[src/rtl/dot_product_ctrl_if.sv]
// rtl/dot_product_ctrl_if.sv - single-outstanding memory request/response port of the dot-product sequencer
// The sequencer drives the master side; the shared memory port sits on the slave side.
interface dot_product_ctrl_if #(
  parameter int DATA_W = 32
);
  logic              mem_req_valid;
  logic              mem_req_ready;
  logic              mem_req_we;
  logic [31:0]       mem_req_addr;
  logic [DATA_W-1:0] mem_req_wdata;
  logic              mem_rsp_valid;
  logic [DATA_W-1:0] mem_rsp_data;
  logic              mem_rsp_err;

  modport master (
    output mem_req_valid, mem_req_we, mem_req_addr, mem_req_wdata,
    input  mem_req_ready, mem_rsp_valid, mem_rsp_data, mem_rsp_err
  );

  modport slave (
    input  mem_req_valid, mem_req_we, mem_req_addr, mem_req_wdata,
    output mem_req_ready, mem_rsp_valid, mem_rsp_data, mem_rsp_err
  );
endinterface

[src/rtl/dot_product_ctrl.sv]
// rtl/dot_product_ctrl.sv - dot-product sequencer: fetches A[i]/B[i], multiply-accumulates, writes the 64-bit sum
// Define ACC_SAT_EN for signed saturating accumulation; otherwise the accumulator wraps modulo 2^64.
module dot_product_ctrl #(
  parameter int DATA_W  = 32,
  parameter int ACC_W   = 64,
  parameter int MAX_LEN = 1024
) (
  input  logic                ACLK,
  input  logic                ARESET,
  input  logic [31:0]         ctrl_reg,
  input  logic [31:0]         vec_a_addr,
  input  logic [31:0]         vec_b_addr,
  input  logic [31:0]         vec_len,
  input  logic [31:0]         out_addr,
  dot_product_ctrl_if.master  mem,
  output logic                set_busy,
  output logic                set_done,
  output logic                set_error,
  output logic                busy,
  output logic [ACC_W-1:0]    result
);

  localparam int IDX_W = $clog2(MAX_LEN + 1);

  localparam logic [3:0] S_IDLE    = 4'd0;
  localparam logic [3:0] S_RD_A    = 4'd1;
  localparam logic [3:0] S_WAIT_A  = 4'd2;
  localparam logic [3:0] S_RD_B    = 4'd3;
  localparam logic [3:0] S_WAIT_B  = 4'd4;
  localparam logic [3:0] S_MAC     = 4'd5;
  localparam logic [3:0] S_WR_LO   = 4'd6;
  localparam logic [3:0] S_WAIT_WL = 4'd7;
  localparam logic [3:0] S_WR_HI   = 4'd8;
  localparam logic [3:0] S_WAIT_WH = 4'd9;
  localparam logic [3:0] S_DONE    = 4'd10;
  localparam logic [3:0] S_ERR     = 4'd11;

  logic [3:0]        state_q, state_d;
  logic              start_ff_q;
  logic              busy_pulse_q, busy_pulse_d;
  logic [31:0]       a_ptr_q, a_ptr_d;
  logic [31:0]       b_ptr_q, b_ptr_d;
  logic [31:0]       out_q, out_d;
  logic [IDX_W-1:0]  len_q, len_d;
  logic [IDX_W-1:0]  idx_q, idx_d;
  logic [DATA_W-1:0] a_q, a_d;
  logic [DATA_W-1:0] b_q, b_d;
  logic [ACC_W-1:0]  acc_q, acc_d;
  logic [ACC_W-1:0]  result_q, result_d;

  logic              start;
  logic              cfg_bad;
  logic [IDX_W-1:0]  idx_nxt;
  logic [ACC_W-1:0]  a_ext, b_ext, prod, sum, mac_val;
  logic              unused_ctrl;

  assign unused_ctrl = ^ctrl_reg[31:1];
  assign start       = ctrl_reg[0] & ~start_ff_q;
  assign cfg_bad     = (vec_len == 32'd0) || (vec_len > 32'(MAX_LEN)) ||
                       (vec_a_addr[1:0] != 2'b00) || (vec_b_addr[1:0] != 2'b00) ||
                       (out_addr[1:0] != 2'b00);
  assign idx_nxt     = idx_q + IDX_W'(1);

  // Low ACC_W bits of the sign-extended product equal the signed product.
  always_comb begin
    a_ext = {{(ACC_W-DATA_W){a_q[DATA_W-1]}}, a_q};
    b_ext = {{(ACC_W-DATA_W){b_q[DATA_W-1]}}, b_q};
    prod  = a_ext * b_ext;
    sum   = acc_q + prod;
`ifdef ACC_SAT_EN
    if (!acc_q[ACC_W-1] && !prod[ACC_W-1] && sum[ACC_W-1]) begin
      mac_val = {1'b0, {(ACC_W-1){1'b1}}};
    end else if (acc_q[ACC_W-1] && prod[ACC_W-1] && !sum[ACC_W-1]) begin
      mac_val = {1'b1, {(ACC_W-1){1'b0}}};
    end else begin
      mac_val = sum;
    end
`else
    mac_val = sum;
`endif
  end

  always_comb begin
    state_d      = state_q;
    busy_pulse_d = 1'b0;
    a_ptr_d      = a_ptr_q;
    b_ptr_d      = b_ptr_q;
    out_d        = out_q;
    len_d        = len_q;
    idx_d        = idx_q;
    a_d          = a_q;
    b_d          = b_q;
    acc_d        = acc_q;
    result_d     = result_q;
    case (state_q)
      S_IDLE: begin
        if (start) begin
          if (cfg_bad) begin
            state_d = S_ERR;
          end else begin
            state_d      = S_RD_A;
            busy_pulse_d = 1'b1;
            a_ptr_d      = vec_a_addr;
            b_ptr_d      = vec_b_addr;
            out_d        = out_addr;
            len_d        = vec_len[IDX_W-1:0];
            idx_d        = '0;
            acc_d        = '0;
          end
        end
      end
      S_RD_A:  if (mem.mem_req_ready) state_d = S_WAIT_A;
      S_WAIT_A: begin
        if (mem.mem_rsp_valid) begin
          if (mem.mem_rsp_err) begin
            state_d = S_ERR;
          end else begin
            a_d     = mem.mem_rsp_data;
            state_d = S_RD_B;
          end
        end
      end
      S_RD_B:  if (mem.mem_req_ready) state_d = S_WAIT_B;
      S_WAIT_B: begin
        if (mem.mem_rsp_valid) begin
          if (mem.mem_rsp_err) begin
            state_d = S_ERR;
          end else begin
            b_d     = mem.mem_rsp_data;
            state_d = S_MAC;
          end
        end
      end
      S_MAC: begin
        acc_d   = mac_val;
        idx_d   = idx_nxt;
        a_ptr_d = a_ptr_q + 32'd4;
        b_ptr_d = b_ptr_q + 32'd4;
        state_d = (idx_nxt == len_q) ? S_WR_LO : S_RD_A;
      end
      S_WR_LO: if (mem.mem_req_ready) state_d = S_WAIT_WL;
      S_WAIT_WL: begin
        if (mem.mem_rsp_valid) state_d = mem.mem_rsp_err ? S_ERR : S_WR_HI;
      end
      S_WR_HI: if (mem.mem_req_ready) state_d = S_WAIT_WH;
      S_WAIT_WH: begin
        if (mem.mem_rsp_valid) state_d = mem.mem_rsp_err ? S_ERR : S_DONE;
      end
      S_DONE: begin
        result_d = acc_q;
        state_d  = S_IDLE;
      end
      S_ERR:   state_d = S_IDLE;
      default: state_d = S_IDLE;
    endcase
  end

  always_ff @(posedge ACLK or posedge ARESET) begin
    if (ARESET) begin
      state_q      <= S_IDLE;
      start_ff_q   <= 1'b0;
      busy_pulse_q <= 1'b0;
      a_ptr_q      <= '0;
      b_ptr_q      <= '0;
      out_q        <= '0;
      len_q        <= '0;
      idx_q        <= '0;
      a_q          <= '0;
      b_q          <= '0;
      acc_q        <= '0;
      result_q     <= '0;
    end else begin
      state_q      <= state_d;
      start_ff_q   <= ctrl_reg[0];
      busy_pulse_q <= busy_pulse_d;
      a_ptr_q      <= a_ptr_d;
      b_ptr_q      <= b_ptr_d;
      out_q        <= out_d;
      len_q        <= len_d;
      idx_q        <= idx_d;
      a_q          <= a_d;
      b_q          <= b_d;
      acc_q        <= acc_d;
      result_q     <= result_d;
    end
  end

  // Request fields depend only on state and latched registers, so they hold while ready is low.
  always_comb begin
    mem.mem_req_valid = 1'b0;
    mem.mem_req_we    = 1'b0;
    mem.mem_req_addr  = '0;
    mem.mem_req_wdata = '0;
    case (state_q)
      S_RD_A: begin
        mem.mem_req_valid = 1'b1;
        mem.mem_req_addr  = a_ptr_q;
      end
      S_RD_B: begin
        mem.mem_req_valid = 1'b1;
        mem.mem_req_addr  = b_ptr_q;
      end
      S_WR_LO: begin
        mem.mem_req_valid = 1'b1;
        mem.mem_req_we    = 1'b1;
        mem.mem_req_addr  = out_q;
        mem.mem_req_wdata = acc_q[DATA_W-1:0];
      end
      S_WR_HI: begin
        mem.mem_req_valid = 1'b1;
        mem.mem_req_we    = 1'b1;
        mem.mem_req_addr  = out_q + 32'd4;
        mem.mem_req_wdata = acc_q[ACC_W-1:DATA_W];
      end
      default: begin
        mem.mem_req_valid = 1'b0;
      end
    endcase
  end

  assign set_busy  = busy_pulse_q;
  assign set_done  = (state_q == S_DONE);
  assign set_error = (state_q == S_ERR);
  assign busy      = (state_q != S_IDLE);
  assign result    = result_q;

endmodule

[src/flat_wrapper.sv]
// flat-port wrapper written by rule: the top's interface ports become plain ports
module dot_product_ctrl_flat 
#(
  parameter int DATA_W  = 32,
  parameter int ACC_W   = 64,
  parameter int MAX_LEN = 1024
)
  (ACLK, ARESET, ctrl_reg, vec_a_addr, vec_b_addr, vec_len, out_addr, set_busy, set_done, set_error, busy, result, mem_mem_req_valid, mem_mem_req_we, mem_mem_req_addr, mem_mem_req_wdata, mem_mem_req_ready, mem_mem_rsp_valid, mem_mem_rsp_data, mem_mem_rsp_err);
  dot_product_ctrl_if #(.DATA_W(DATA_W)) mem_i ();
  input  logic ACLK;
  input  logic ARESET;
  input  logic [31:0] ctrl_reg;
  input  logic [31:0] vec_a_addr;
  input  logic [31:0] vec_b_addr;
  input  logic [31:0] vec_len;
  input  logic [31:0] out_addr;
  output logic set_busy;
  output logic set_done;
  output logic set_error;
  output logic busy;
  output logic [ACC_W-1:0] result;
  output wire logic [$bits(mem_i.mem_req_valid)-1:0] mem_mem_req_valid;
  output wire logic [$bits(mem_i.mem_req_we)-1:0] mem_mem_req_we;
  output wire logic [$bits(mem_i.mem_req_addr)-1:0] mem_mem_req_addr;
  output wire logic [$bits(mem_i.mem_req_wdata)-1:0] mem_mem_req_wdata;
  input wire logic [$bits(mem_i.mem_req_ready)-1:0] mem_mem_req_ready;
  input wire logic [$bits(mem_i.mem_rsp_valid)-1:0] mem_mem_rsp_valid;
  input wire logic [$bits(mem_i.mem_rsp_data)-1:0] mem_mem_rsp_data;
  input wire logic [$bits(mem_i.mem_rsp_err)-1:0] mem_mem_rsp_err;
  assign mem_mem_req_valid = mem_i.mem_req_valid;
  assign mem_mem_req_we = mem_i.mem_req_we;
  assign mem_mem_req_addr = mem_i.mem_req_addr;
  assign mem_mem_req_wdata = mem_i.mem_req_wdata;
  assign mem_i.mem_req_ready = mem_mem_req_ready;
  assign mem_i.mem_rsp_valid = mem_mem_rsp_valid;
  assign mem_i.mem_rsp_data = mem_mem_rsp_data;
  assign mem_i.mem_rsp_err = mem_mem_rsp_err;
  dot_product_ctrl #(.DATA_W(DATA_W), .ACC_W(ACC_W), .MAX_LEN(MAX_LEN)) u_core (.ACLK(ACLK), .ARESET(ARESET), .ctrl_reg(ctrl_reg), .vec_a_addr(vec_a_addr), .vec_b_addr(vec_b_addr), .vec_len(vec_len), .out_addr(out_addr), .mem(mem_i), .set_busy(set_busy), .set_done(set_done), .set_error(set_error), .busy(busy), .result(result));
endmodule
[config.mk]
export PLATFORM = sky130hd
export DESIGN_NAME = dot_product_ctrl_flat
export DESIGN_NICKNAME = d
export VERILOG_FILES = /design/src/rtl/dot_product_ctrl_if.sv /design/src/rtl/dot_product_ctrl.sv /design/src/flat_wrapper.sv
export SDC_FILE = /design/constraint.sdc
export NUM_CORES = 2
export LEC_CHECK = 0
export BUFFER_PORTS_ARGS = -buffer_cell sky130_fd_sc_hd__buf_2
export CAP_MARGIN = 20
export CORE_MARGIN = 3
export CORE_UTILIZATION = 43
export DETAILED_ROUTE_END_ITERATION = 10
export SYNTH_ARGS = -nofsm -noshare
export SYNTH_HDL_FRONTEND = slang
export SYNTH_SLANG_ARGS = --single-unit
[constraint.sdc]
create_clock -name ACLK -period 9.05 [get_ports ACLK]
set_clock_uncertainty 0.15 [all_clocks]
set_input_delay 0.905 -clock ACLK [delete_from_list [all_inputs] [get_ports ACLK]]
set_output_delay 0.905 -clock ACLK [all_outputs]
set_load 0.02 [all_outputs]
==> impl_results.md <==
- Count leader, synth: inv_1
- Postcts setup bufs: 0
- Mapped Area: 54500 µm²
- Final hold violations: 0
- Headroom to the max-slew limit: 25.3%
- CP max-delay cell: dfrtp_1
- Top delay family on crit path: adder cells
- Die Width: 362 µm
- Hold crit path type: primary input to async pin
- FMAX: 116 MHz
- WP depth: 25
- Count of input and output buffers: 299
- Async set-reset flop share out of synthesis: 100%
- Crit path kind: register to register
- Num ports: 331
- Vias: 40000
- P&R area growth vs syn: 8.83%
- GR Util All Layers: 25.0%
- Hpwl dp: 131000 µm
- Seq/Total Area, Yosys: 14.5%
- Clk buf depth: 3
- Largest area contributor in the netlist: fa_1
- CP most frequent cell: fa_1
- Layout cells sized above 1: 10.9%
- Count of cell types in the netlist: 72
- Period utilisation layout: 95.7%
- Synth top area share: 44.4%
- CTS tree: done
- Clk pin slew, worst setup/hold paths: 0.06 ns
- Critical Path Start Type: register
- Initial Util: 43.4%
- Clock Latency Late Sink: 0.65 ns
- Drc violations: 0
- Core Region: 126000 µm²
- Reg2reg start: u_core.a_q[6]
- Final wirelength: 158000 µm
- Post-synth EDFFs: 0
- Delay of the slowest critical-path stage: 0.97 ns
- Setup tns final: 0 ns
- Vias in the first global route: 42700
- #FFs+latches synth: 316
- Crit path required time: 9.37 ns
- First-pass GRT wire length: 254000 µm
- Minimum clock period: 8.66 ns
- 1st-iter DRT viols: 2739
- Post-route antenna net violation count: 0
- Slew @ Worst Pin: 1.12 ns
- Status: completed
- Number of max-cap violations: 0
- GPL Wtd Cong: 0.912
- Die height: 362 µm
- Arr. time, crit path: 8.98 ns
- Worst setup EP type: register
- CTS Buf Count: 40
- Reg-to-reg slack, setup: 0.39 ns
- CTS sink cnt: 316
- Vias per cell: 5.27
- Router iterations before antenna repair: 6
- Die area: 131000 µm²
- Routed len/inst: 20.8 µm
- Syn nets: 7380
- Primary FF master, synth: dfrtp_1
- Reg2reg end: u_core.acc_q[63]
- Commonest cells in the netlist: inv_1, fa_1, nand2_1
- GRT overflow: 0
- Pin count of the biggest net entering global routing: 162
- Row count: 130
- Cells after synthesis: 5751
- R2r worst-path depth: 25
- CP bufs+invs: 5
- Critical path peak fanout: 20
- RSZ-0062 raised after global routing: no
- Final #Nets: 7543
- CTS H-Tree Depth: 2
- Top cells by area, synth: fa_1, dfrtp_1, inv_1
- Count of final setup violators: 0
- Post-Syn Area per Cell: 9.48 µm²
- Initial antenna violation count: 19
- Ys Warns: 0
- Root Buffer: clkbuf_16
- Slew Viols, Final: 0
state kept, by name, indices dropped and copies added (netlist names), 4 cells and up:
name and flops:
u_core.state_q 4, u_core.result 64, u_core.acc_q 64, u_core.idx_q 11, u_core.a_ptr_q 32, u_core.b_q 32
u_core.a_q 32, u_core.out_q 32, u_core.len_q 11, u_core.b_ptr_q 32
kinds of logic (layout without fill, tap and decap cells):
| logic type | Yosys count | in the layout | synth area share, % |
|---|---|---|---|
| AOI/OAI and AO/OA | 521 | 521 | 6.26 |
| xor gates and xnor gates | 109 | 109 | 1.75 |
| adders and majority gates | 1432 | 1432 | 49.5 |
| buffers and inverters | 1570 | 1762 | 10.8 |
| DFF | 316 | 316 | 14.5 |
| muxes | 130 | 130 | 2.68 |
| other | 0 | 11 | 0 |
| and+or+nand+nor | 1673 | 1673 | 14.5 |
what timing repair did:
action                     4_1_cts  5_1_grt
resized for setup                0        3
hold buffers                     0        0
setup endpoints to repair        0        1
layout by cell type (no fill, tap or decap), drive strengths merged, types with 9 or more instances in the layout:
master  count
ha        222
xor2       49
mux2      129
a21oi      93
a211oi     28
nand3      90
a31oi      18
clkinv     10
o21bai     13
nand2b     15
nand4      26
o31ai      11
a21o       26
xnor2      60
a221o      11
nor3       38
o22ai      59
buf       416
o21ai     148
inv      1276
o211ai     17
dfrtp     316
nand2     829
and2      470
diode      11
clkbuf     56
a222oi     12
o311ai     14
a22oi      17
nor2      145
o21a        9
and3       29
nor4       11
fa       1210
metrics by stage:
step	std cells	cell area, µm²	hold slack, ns	setup WS (ns)	utilization [%]
floorplan	5751	54500	0.302	0.383	-
global placement	7522	58000	0.320	0.526	46.1
detailed placement	7522	58000	0.324	0.506	46.1
CTS	7593	59300	0.207	0.424	47.2
global route	7603	59400	0.229	0.00941	47.2
finish	7604	59400	0.229	0.392	47.2
how the worst max path moves through the flow:
stage	endpoint	slack, ns	from
2_1_floorplan	u_core.acc_q[62]	0.38	u_core.a_q[31]
3_3_place_gp	u_core.acc_q[63]	0.53	u_core.a_q[20]
3_5_place_dp	u_core.acc_q[63]	0.51	u_core.a_q[31]
4_1_cts	u_core.acc_q[63]	0.42	u_core.b_q[16]
5_1_grt	u_core.acc_q[63]	0.009	u_core.b_q[8]
6_report	u_core.acc_q[63]	0.39	u_core.a_q[6]
metal layers:
layer  vias up  GRT usage [%]  part of all wire, %
met2      1277           40.6                   48
met3       226           3.38                  6.0
met1     21000           34.4                   42
met4         4           9.41                  4.0
met5         -              0                0.013
li1      17600              -                    -
worst reg2reg max path, stage by stage, from the launching register on:
cell and delay [ns]:
dfrtp_1 0.97, buf_4 0.38, and2_1 0.19, fa_1 0.44, fa_1 0.40, fa_1 0.50
inv_1 0.06, fa_1 0.41, fa_1 0.54, inv_1 0.05, fa_1 0.50, fa_1 0.51
inv_1 0.05, fa_1 0.53, inv_1 0.06, ha_1 0.37, a21oi_1 0.23, o21ai_0 0.18
a41o_1 0.29, a211o_1 0.29, o21ai_1 0.36, a211oi_2 0.17, o21bai_1 0.35, a32oi_1 0.18
xnor2_1 0.25, o21ai_1 0.08
cell type report:
cell class	instances	area, µm²
Multi-Input combinational cell	3865	40800
Sequential cell	316	7910
Tap cell	1650	2060
Antenna cell	11	27.5
Fill cell	12000	66400
Clock buffer	56	1130
Timing Repair Buffer	416	2410
Clock inverter	15	230
Inverter	1275	4790
Power is not shown: default switching activity piles up to over one toggle a cycle in this logic, so the estimate is an artifact.
